==> src/rtl/axis_skid_register_pkg.sv <==
// Shared constants for the AXIS skid register slice: state encoding and packed payload width.
package axis_skid_register_pkg;

    typedef logic [1:0] skid_state_t;

    localparam skid_state_t SKID_EMPTY = 2'd0;
    localparam skid_state_t SKID_BUSY  = 2'd1;
    localparam skid_state_t SKID_FULL  = 2'd2;

    // tdata + tkeep + tstrb + tid + tdest + tuser + tlast + twakeup
    function automatic int axis_payload_width(input int data_w, input int tid_w,
                                              input int dest_w, input int user_per_byte);
        return data_w + 2 * (data_w / 8) + tid_w + dest_w + user_per_byte * (data_w / 8) + 2;
    endfunction

endpackage

==> src/rtl/axis_skid_register_if.sv <==
// AXI4-Stream bus bundle; master drives payload and tvalid, slave drives tready.
interface axis_skid_register_if #(
    parameter int DataWidth        = 32,
    parameter int TidWidth         = 8,
    parameter int DestWidth        = 8,
    parameter int UserWidthPerByte = 1
);
    localparam int KeepWidth = DataWidth / 8;
    localparam int UserWidth = UserWidthPerByte * DataWidth / 8;

    logic [DataWidth-1:0] tdata;
    logic [KeepWidth-1:0] tkeep;
    logic [KeepWidth-1:0] tstrb;
    logic                 tvalid;
    logic                 tready;
    logic                 tlast;
    logic [TidWidth-1:0]  tid;
    logic [DestWidth-1:0] tdest;
    logic [UserWidth-1:0] tuser;
    logic                 twakeup;

    modport master (
        output tdata, tkeep, tstrb, tvalid, tlast, tid, tdest, tuser, twakeup,
        input  tready
    );

    modport slave (
        input  tdata, tkeep, tstrb, tvalid, tlast, tid, tdest, tuser, twakeup,
        output tready
    );

endinterface

==> src/rtl/axis_skid_register.sv <==
// Full-throughput AXIS register slice (main + skid entry); 1-cycle latency when empty.
// s_axis.tready is registered (low only when both entries are held), so no comb path crosses the slice.
module axis_skid_register
    import axis_skid_register_pkg::*;
#(
    parameter int DataWidth        = 32,
    parameter int TidWidth         = 8,
    parameter int DestWidth        = 8,
    parameter int UserWidthPerByte = 1,
    parameter bit RegEnable        = 1'b1
) (
    input  logic                 clk,
    input  logic                 rst,
    axis_skid_register_if.slave  s_axis,
    axis_skid_register_if.master m_axis
);

    localparam int PayloadWidth = axis_payload_width(DataWidth, TidWidth, DestWidth, UserWidthPerByte);

    logic [PayloadWidth-1:0] s_pay;
    logic [PayloadWidth-1:0] m_pay;

    assign s_pay = {s_axis.tdata, s_axis.tkeep, s_axis.tstrb, s_axis.tlast,
                    s_axis.tid, s_axis.tdest, s_axis.tuser, s_axis.twakeup};

    assign {m_axis.tdata, m_axis.tkeep, m_axis.tstrb, m_axis.tlast,
            m_axis.tid, m_axis.tdest, m_axis.tuser, m_axis.twakeup} = m_pay;

    if (RegEnable) begin : g_reg
        skid_state_t             state_q, state_d;
        logic [PayloadWidth-1:0] main_q, main_d;
        logic [PayloadWidth-1:0] skid_q, skid_d;
        logic                    s_rdy, m_vld;
        logic                    s_acc, m_take;

        assign s_acc  = s_axis.tvalid & s_rdy;
        assign m_take = m_vld & m_axis.tready;

        always_ff @(posedge clk) begin
            if (rst) begin
                state_q <= SKID_EMPTY;
                main_q  <= '0;
                skid_q  <= '0;
            end else begin
                state_q <= state_d;
                main_q  <= main_d;
                skid_q  <= skid_d;
            end
        end

        always_comb begin
            state_d = state_q;
            main_d  = main_q;
            skid_d  = skid_q;
            case (state_q)
                SKID_EMPTY: begin
                    if (s_acc) begin
                        main_d  = s_pay;
                        state_d = SKID_BUSY;
                    end
                end
                SKID_BUSY: begin
                    if (s_acc && m_take) begin
                        main_d = s_pay;
                    end else if (s_acc) begin
                        // Consumer stalled: park the new beat behind the one on the output.
                        skid_d  = s_pay;
                        state_d = SKID_FULL;
                    end else if (m_take) begin
                        state_d = SKID_EMPTY;
                    end
                end
                SKID_FULL: begin
                    if (m_take) begin
                        main_d  = skid_q;
                        state_d = SKID_BUSY;
                    end
                end
                default: state_d = SKID_EMPTY;
            endcase
        end

        // Ready comes from the state register only; rst forces it low while held.
        always_comb begin
            m_vld = (state_q != SKID_EMPTY);
            s_rdy = (state_q != SKID_FULL) && !rst;
        end

        assign m_pay         = main_q;
        assign m_axis.tvalid = m_vld;
        assign s_axis.tready = s_rdy;
    end else begin : g_wire
        logic unused_clk_rst;

        assign unused_clk_rst = clk ^ rst;
        assign m_pay          = s_pay;
        assign m_axis.tvalid  = s_axis.tvalid;
        assign s_axis.tready  = m_axis.tready;
    end

endmodule
==> src/flat_wrapper.sv <==
// flat-port wrapper written by rule: the top's interface ports become plain ports
module axis_skid_register_flat import axis_skid_register_pkg::*;
#(
    parameter int DataWidth        = 32,
    parameter int TidWidth         = 8,
    parameter int DestWidth        = 8,
    parameter int UserWidthPerByte = 1,
    parameter bit RegEnable        = 1'b1
)
  (clk, rst, s_axis_tdata, s_axis_tkeep, s_axis_tstrb, s_axis_tvalid, s_axis_tlast, s_axis_tid, s_axis_tdest, s_axis_tuser, s_axis_twakeup, s_axis_tready, m_axis_tdata, m_axis_tkeep, m_axis_tstrb, m_axis_tvalid, m_axis_tlast, m_axis_tid, m_axis_tdest, m_axis_tuser, m_axis_twakeup, m_axis_tready);
  axis_skid_register_if #(.DataWidth(DataWidth), .TidWidth(TidWidth), .DestWidth(DestWidth), .UserWidthPerByte(UserWidthPerByte)) s_axis_i ();
  axis_skid_register_if #(.DataWidth(DataWidth), .TidWidth(TidWidth), .DestWidth(DestWidth), .UserWidthPerByte(UserWidthPerByte)) m_axis_i ();
  input  logic clk;
  input  logic rst;
  input wire logic [$bits(s_axis_i.tdata)-1:0] s_axis_tdata;
  input wire logic [$bits(s_axis_i.tkeep)-1:0] s_axis_tkeep;
  input wire logic [$bits(s_axis_i.tstrb)-1:0] s_axis_tstrb;
  input wire logic [$bits(s_axis_i.tvalid)-1:0] s_axis_tvalid;
  input wire logic [$bits(s_axis_i.tlast)-1:0] s_axis_tlast;
  input wire logic [$bits(s_axis_i.tid)-1:0] s_axis_tid;
  input wire logic [$bits(s_axis_i.tdest)-1:0] s_axis_tdest;
  input wire logic [$bits(s_axis_i.tuser)-1:0] s_axis_tuser;
  input wire logic [$bits(s_axis_i.twakeup)-1:0] s_axis_twakeup;
  output wire logic [$bits(s_axis_i.tready)-1:0] s_axis_tready;
  output wire logic [$bits(m_axis_i.tdata)-1:0] m_axis_tdata;
  output wire logic [$bits(m_axis_i.tkeep)-1:0] m_axis_tkeep;
  output wire logic [$bits(m_axis_i.tstrb)-1:0] m_axis_tstrb;
  output wire logic [$bits(m_axis_i.tvalid)-1:0] m_axis_tvalid;
  output wire logic [$bits(m_axis_i.tlast)-1:0] m_axis_tlast;
  output wire logic [$bits(m_axis_i.tid)-1:0] m_axis_tid;
  output wire logic [$bits(m_axis_i.tdest)-1:0] m_axis_tdest;
  output wire logic [$bits(m_axis_i.tuser)-1:0] m_axis_tuser;
  output wire logic [$bits(m_axis_i.twakeup)-1:0] m_axis_twakeup;
  input wire logic [$bits(m_axis_i.tready)-1:0] m_axis_tready;
  assign s_axis_i.tdata = s_axis_tdata;
  assign s_axis_i.tkeep = s_axis_tkeep;
  assign s_axis_i.tstrb = s_axis_tstrb;
  assign s_axis_i.tvalid = s_axis_tvalid;
  assign s_axis_i.tlast = s_axis_tlast;
  assign s_axis_i.tid = s_axis_tid;
  assign s_axis_i.tdest = s_axis_tdest;
  assign s_axis_i.tuser = s_axis_tuser;
  assign s_axis_i.twakeup = s_axis_twakeup;
  assign s_axis_tready = s_axis_i.tready;
  assign m_axis_tdata = m_axis_i.tdata;
  assign m_axis_tkeep = m_axis_i.tkeep;
  assign m_axis_tstrb = m_axis_i.tstrb;
  assign m_axis_tvalid = m_axis_i.tvalid;
  assign m_axis_tlast = m_axis_i.tlast;
  assign m_axis_tid = m_axis_i.tid;
  assign m_axis_tdest = m_axis_i.tdest;
  assign m_axis_tuser = m_axis_i.tuser;
  assign m_axis_twakeup = m_axis_i.twakeup;
  assign m_axis_i.tready = m_axis_tready;
  axis_skid_register #(.DataWidth(DataWidth), .TidWidth(TidWidth), .DestWidth(DestWidth), .UserWidthPerByte(UserWidthPerByte), .RegEnable(RegEnable)) u_core (.clk(clk), .rst(rst), .s_axis(s_axis_i), .m_axis(m_axis_i));
endmodule
==> config.mk <==
export PLATFORM = sky130hd
export DESIGN_NAME = axis_skid_register_flat
export DESIGN_NICKNAME = d
export VERILOG_FILES = /design/src/rtl/axis_skid_register_pkg.sv /design/src/rtl/axis_skid_register_if.sv /design/src/rtl/axis_skid_register.sv /design/src/flat_wrapper.sv
export SDC_FILE = /design/constraint.sdc
export NUM_CORES = 1
export LEC_CHECK = 0
export BUFFER_PORTS_ARGS = -buffer_cell sky130_fd_sc_hd__buf_2
export CORE_UTILIZATION = 47
export CTS_CLUSTER_SIZE = 30
export DETAILED_ROUTE_END_ITERATION = 8
export PLACE_DENSITY = 0.71
export RECOVER_POWER = 50
export SYNTH_ARGS = -nofsm -noshare
export SYNTH_HDL_FRONTEND = slang
export SYNTH_SLANG_ARGS = --single-unit
==> constraint.sdc <==
create_clock -name clk -period 3.8 [get_ports clk]
set_input_delay 0.19 -clock clk [delete_from_list [all_inputs] [get_ports clk]]
set_output_delay 0.19 -clock clk [all_outputs]
set_load 0.01 [all_outputs]
======== After elaboration in Yosys (flattened, before gate mapping) ========
Cells that the tools add are included.
operators by class
  add/sub/neg operators ................... 0
  reductions and logical operators ........ 9
  equal/unequal tests ..................... 8
  order comparisons ....................... 0
  bitwise gates (word level) .............. 3
  multiplexer cells ....................... 10
  shift-type cells ........................ 0
  div/mod/pow operators ................... 0
  multipliers ............................. 0
operators with widths
  kind                                                    count
  2-to-1 mux 62 bit                                       3
  case mux 62 bit (3 select lines)                        1
  2-to-1 mux 2 bit                                        5
  AND reduction 4 bit                                     2
  inequality test 2 x 1 -> 1 bit (second input constant)  3
  case mux 2 bit (3 select lines)                         1
  inequality test 2 bit (second input constant)           2
  inequality test 3 x 1 -> 1 bit (second input constant)  1
  AND reduction 3 bit                                     1
  nonzero test 3 bit                                      1
  AND 1 bit                                               2
  equality test 2 x 1 -> 1 bit (second input constant)    1
  equality test 2 bit (second input constant)             1
  logical AND 1 bit                                       2
  logical NOT 2 bit                                       1
  nonzero test 2 bit                                      1
  logical NOT 1 bit                                       1
  inverter 1 bit                                          1
word-level totals
  latch bits .............................. 0
  register bits ........................... 126
  input port bits ......................... 66
  memories kept ........................... 0
  bits in writable memories ............... 0
  output and inout bits ................... 64
  memory bits (read-only) ................. 0

======== Logic depth before layout (Yosys ltp) ========
  word-level depth ........................ 6
  gate-level depth with buffers ........... 7
  depth with buffers taken out ............ 3

======== Worst setup path before layout ========
Ideal clock, no wire load.
  kind .................................... register -> register
  start ................................... reg u_core.g_reg.state_q[1]
  end ..................................... reg u_core.g_reg.main_q[10]
  clock period less this slack ............ 1.417 ns
  stages on the path, launching flop included .. 8
  setup time .............................. 0.081 ns
  data required time ...................... 3.719 ns
  arrival ................................. 1.336 ns
  path slack .............................. 2.383 ns
  path through ............................ dfxtp_1 > buf_2 > and3b_1 > buf_6 > a31o_1 > buf_6 > buf_6 > a211oi_2
on the way
  cells in the longest elaborated chain, start to end .. 6
  elaborated cells on any way between the ends .. 15
ends and longest elaborated chain
  item                                      RTL line                  text
  from (decl)                               axis_skid_register.sv:30  skid_state_t state_q, state_d;
  from (signal assigned)                    axis_skid_register.sv:45  state_q <= state_d;
  inequality test 2 bit                     axis_skid_register.sv:86  s_rdy = (state_q != SKID_FULL) && !rst;
  logical AND 1 bit                         axis_skid_register.sv:86
  AND 1 bit                                 axis_skid_register.sv:36  assign s_acc = s_axis.tvalid & s_rdy;
  logical AND 1 bit                         axis_skid_register.sv:63  if (s_acc && m_take) begin
  inequality test 2 x 1 -> 1 bit (no line)  -
  AND reduction 4 bit (no line)             -
  to (signal assigned)                      axis_skid_register.sv:46  main_q <= main_d;
  to (decl)                                 axis_skid_register.sv:31  logic [PayloadWidth-1:0] main_q, main_d;
Several ways; a longest one is shown, not always the timed one.
A chain may end at the register's enable or synchronous reset.

======== Final worst setup path ========
  start ................................... in rst
  end ..................................... out s_axis_tready
on the way
  cells in the longest elaborated chain, start to end .. 2
ends and longest elaborated chain
  item               RTL line                  text
  from (decl)        flat_wrapper.sv:14        input logic rst;
  logical NOT 1 bit  axis_skid_register.sv:86
  logical AND 1 bit  axis_skid_register.sv:86
  to (decl)          flat_wrapper.sv:24        output wire logic [$bits(s_axis_i.tready)-1:0] s_axis_tready;
No other way between the ends.

==> impl_metrics.csv <==
group,metric,value,unit
status,outcome,"finished, violations left",
status,violations,"max-capacitance violations, max-slew violations",
power,p_leak,2.67,nW
floorplanning,die_w,114,um
layout,syn2layout_area_growth,17.1,%
placement,dpl.hpwl,9250,um
critical_path,end_kind,"primary output",
detailed_routing,ant_nets,0,
sta,clock_skew,10.1,ps
placement,port_buffers,129,
detailed_routing,wl_met1,7100,um
global_routing,grt_max_degree,110,
detailed_routing,route.detailed.drc,0,
layout,register_area,2520,um^2
flow_run,maxCapViolCount,1,
critical_path,crit_chain,"clkbuf_2 > inv_2 > and2_1 > buf_2",
yosys,synth_area_leaders,"dfxtp_1 43%, a211oi_2 13%, mux2i_1 11%",
cts,clock-sinks,126,
yosys,postSynthAreaPerCell,9.87,um^2
critical_path,crit_type,"primary input to primary output",
cts,cts_tree,"built",
detailed_routing,dr_wl_met2,7640,um
yosys,synth_fp_nets,665,
power,comb_power_share,13.4,%
cts,clockBufferDepth,2,
cts,cts_made_buffers,17,
sta,report.final.slew_viol_count,82,
yosys,ys_ff_latch,126,
power,cellPowerDensity,476,nW/um^2
yosys,synth-edff-count,0,
power,power_switching,0.879,mW
cts,clk_root_buffer_cell,"clkbuf_16",
global_routing,grt_use_total,24.6,%
cts,htree_levels,4,
detailed_routing,drt_wl_total,15900,um
cts,cts_hold_buf,0,
power,p_sw_share,26.7,%
power,pwr-share-clk,43.2,%
detailed_routing,via_per_inst,6.05,
power,seq_power_share,43.4,%
layout,fin_nets,740,
floorplanning,rows,40,
sta,setup_viol,0,
sta,layout_min_cycle_time,2970,ps
layout,n_fill_cell,1135,
global_routing,grt_pass1_vias,4805,
global_routing,grt_pass1_wl,25000,um
cts,post_cts_buffers,0,
layout,drive_above_1_share,25.3,%
cts,clock_latency,410,ps
floorplanning,initial_core_util,48.8,%
floorplanning,dieArea,13000,um^2
critical_path,crit_slowest_cell,"clkbuf_2",
cts,cts-resized-gates,0,
detailed_routing,dr.max_layer_used,"met4",
critical_path,cp.arrival,2780,ps
detailed_routing,drt_iter0_drc,364,
min_path,min_path_type,"primary input to register",
yosys,synth_ff_type,"dfxtp_1",
sta,tns,0,ps
sta,finalHoldViolCount,0,
critical_path,cp_top_family,"buffers and inverters",
sta,max_freq,336,MHz
yosys,netlist_instances,599,
layout,multiInputGateArea,3030,um^2
critical_path,cp_max_fo,81,
detailed_routing,dr.pass1.iters,5,
critical_path,critPathLaunchType,"primary input",
global_routing,antenna_found_initial,0,
floorplanning,core,12100,um^2
layout,stdcell_count,851,
yosys,yosys.area.top_type,"dfxtp_1",
sta,slew_headroom,-25.7,%
critical_path,max_stage_delay,1320,ps
yosys,syn_area,5910,um^2
detailed_routing,wl_met3,958,um
global_routing,gr-total-overflow,0,
placement,placed_cells,823,
critical_path,crit_required,3610,ps
detailed_routing,routedWlPerCell,18.7,um
placement,place_congestion,0.734,
yosys,synth_top_area_share,42.7,%
detailed_routing,vias,5145,
floorplanning,io_pins,130,
cts,cts.clk_slew.worst_paths,50,ps
yosys,synth-seq-area-share,42.7,%
floorplanning,die_height,114,um
sta,period_share,78.3,%
power,p_int,2.42,mW
power,peakVddDrop,0.293,mV
sta,rsz0062_at_grt,"no",
layout,diodes,0,
yosys,ys_warn_count,0,
sta,worstMarginPinSlew,1880,ps
yosys,synth_cell_types,26,
critical_path,crit_buf_inv,3,
yosys,async_flop_share,0,%
[final cells by class]
class / instances / share of cell area (%)
Timing Repair Buffer: 139 / 9.27
Sequential cell: 126 / 36.4
Clock inverter: 7 / 0.615
Inverter: 1 / 0.0542
Multi-Input combinational cell: 389 / 43.8
Clock buffer: 21 / 6.80
Tap cell: 168 / 3.04
[cell usage in the layout, fill, tap and decap left out, drive strengths merged]
cell,synthesis,final
nand3b,1,1
and2,1,1
or2,1,1
nand2b,2,2
dfxtp,126,126
nand2,1,1
nor4bb,1,1
a211oi,63,63
a31o,1,1
and3b,1,1
nand3,62,62
mux2i,63,63
o21ai,62,62
a21oi,63,63
nor2,2,2
o21a,1,1
clkinvlp,0,3
inv,1,1
nand4bb,1,1
clkbuf,49,85
clkinv,0,4
or3b,1,1
a311oi,62,62
buf,34,75
[tightest hold or removal path: stages]
cell	delay [ps]
buf_2	100
nand3_1	60
a21oi_1	50
[power groups by stage]
| stage | Sequential (mW) | Clock [mW] | Combinational, mW |
|---|---|---|---|
| after floorplan | 1.47 | 0 | 0.285 |
| after global placement | 1.45 | 0 | 0.442 |
| final | 1.43 | 1.42 | 0.442 |
| after detailed placement | 1.45 | 0 | 0.454 |
| after global routing | 1.43 | 1.51 | 0.479 |
| after CTS | 1.43 | 1.44 | 0.455 |
[registers in the layout (all words and copies together) (netlist names)]
signal and count:
u_core.g_reg.main_q 62, u_core.g_reg.state_q 2, u_core.g_reg.skid_q 62
[cells by family (layout without fill, tap and decap cells)]
kind of cell	Yosys count	count (layout)	share of synthesized area, %
AOI/OAI and AO/OA	252	252	33.1
buffers and inverters	84	168	6.90
DFF	126	126	42.7
muxes	63	63	10.7
and+or+nand+nor	74	74	6.65
[metrics by stage]
| stage | utilization (%) | hold WS [ps] | worst slack (ps) | cell area (um^2) | power [mW] |
|---|---|---|---|---|---|
| final | 57.1 | 44.0 | 826 | 6920 | 3.29 |
| after global routing | 57.1 | 39.4 | 671 | 6920 | 3.42 |
| after CTS | 57.8 | 33.6 | 1270 | 7010 | 3.32 |
| after detailed placement | 53.6 | 465 | 1530 | 6490 | 1.91 |
| after global placement | 53.6 | 454 | 1660 | 6490 | 1.89 |
| after floorplan | - | 263 | 2380 | 5910 | 1.75 |
[path summary, 6_finish.rpt]
path	cells after the start	slack (ps)	endpoint	startpoint
max reg2reg	3	1640	u_core.g_reg.main_q[50]	u_core.g_reg.state_q[0]
max	4	830	s_axis_tready	rst
min	3	40	u_core.g_reg.skid_q[35]	s_axis_tdata[5]
min reg2reg	2	470	u_core.g_reg.skid_q[22]	u_core.g_reg.skid_q[22]
[cell usage after synthesis (2+ instances only)]
library cell,instances
buf_2,23
mux2i_1,63
nand3_1,62
buf_6,8
a211oi_2,60
a311oi_1,62
a21oi_1,63
nand2b_1,2
clkbuf_1,49
o21ai_0,62
buf_1,2
dfxtp_1,126
nor2_1,2
a211oi_1,3
[metal layers]
metal	GRT usage (%)	vias to the layer above
li1	-	2459
met1	32.1	2483
met2	39.3	184
met3	6.46	19
met4	8.92	0
met5	0	-
Note: power is estimated with default switching activity, not from simulation.
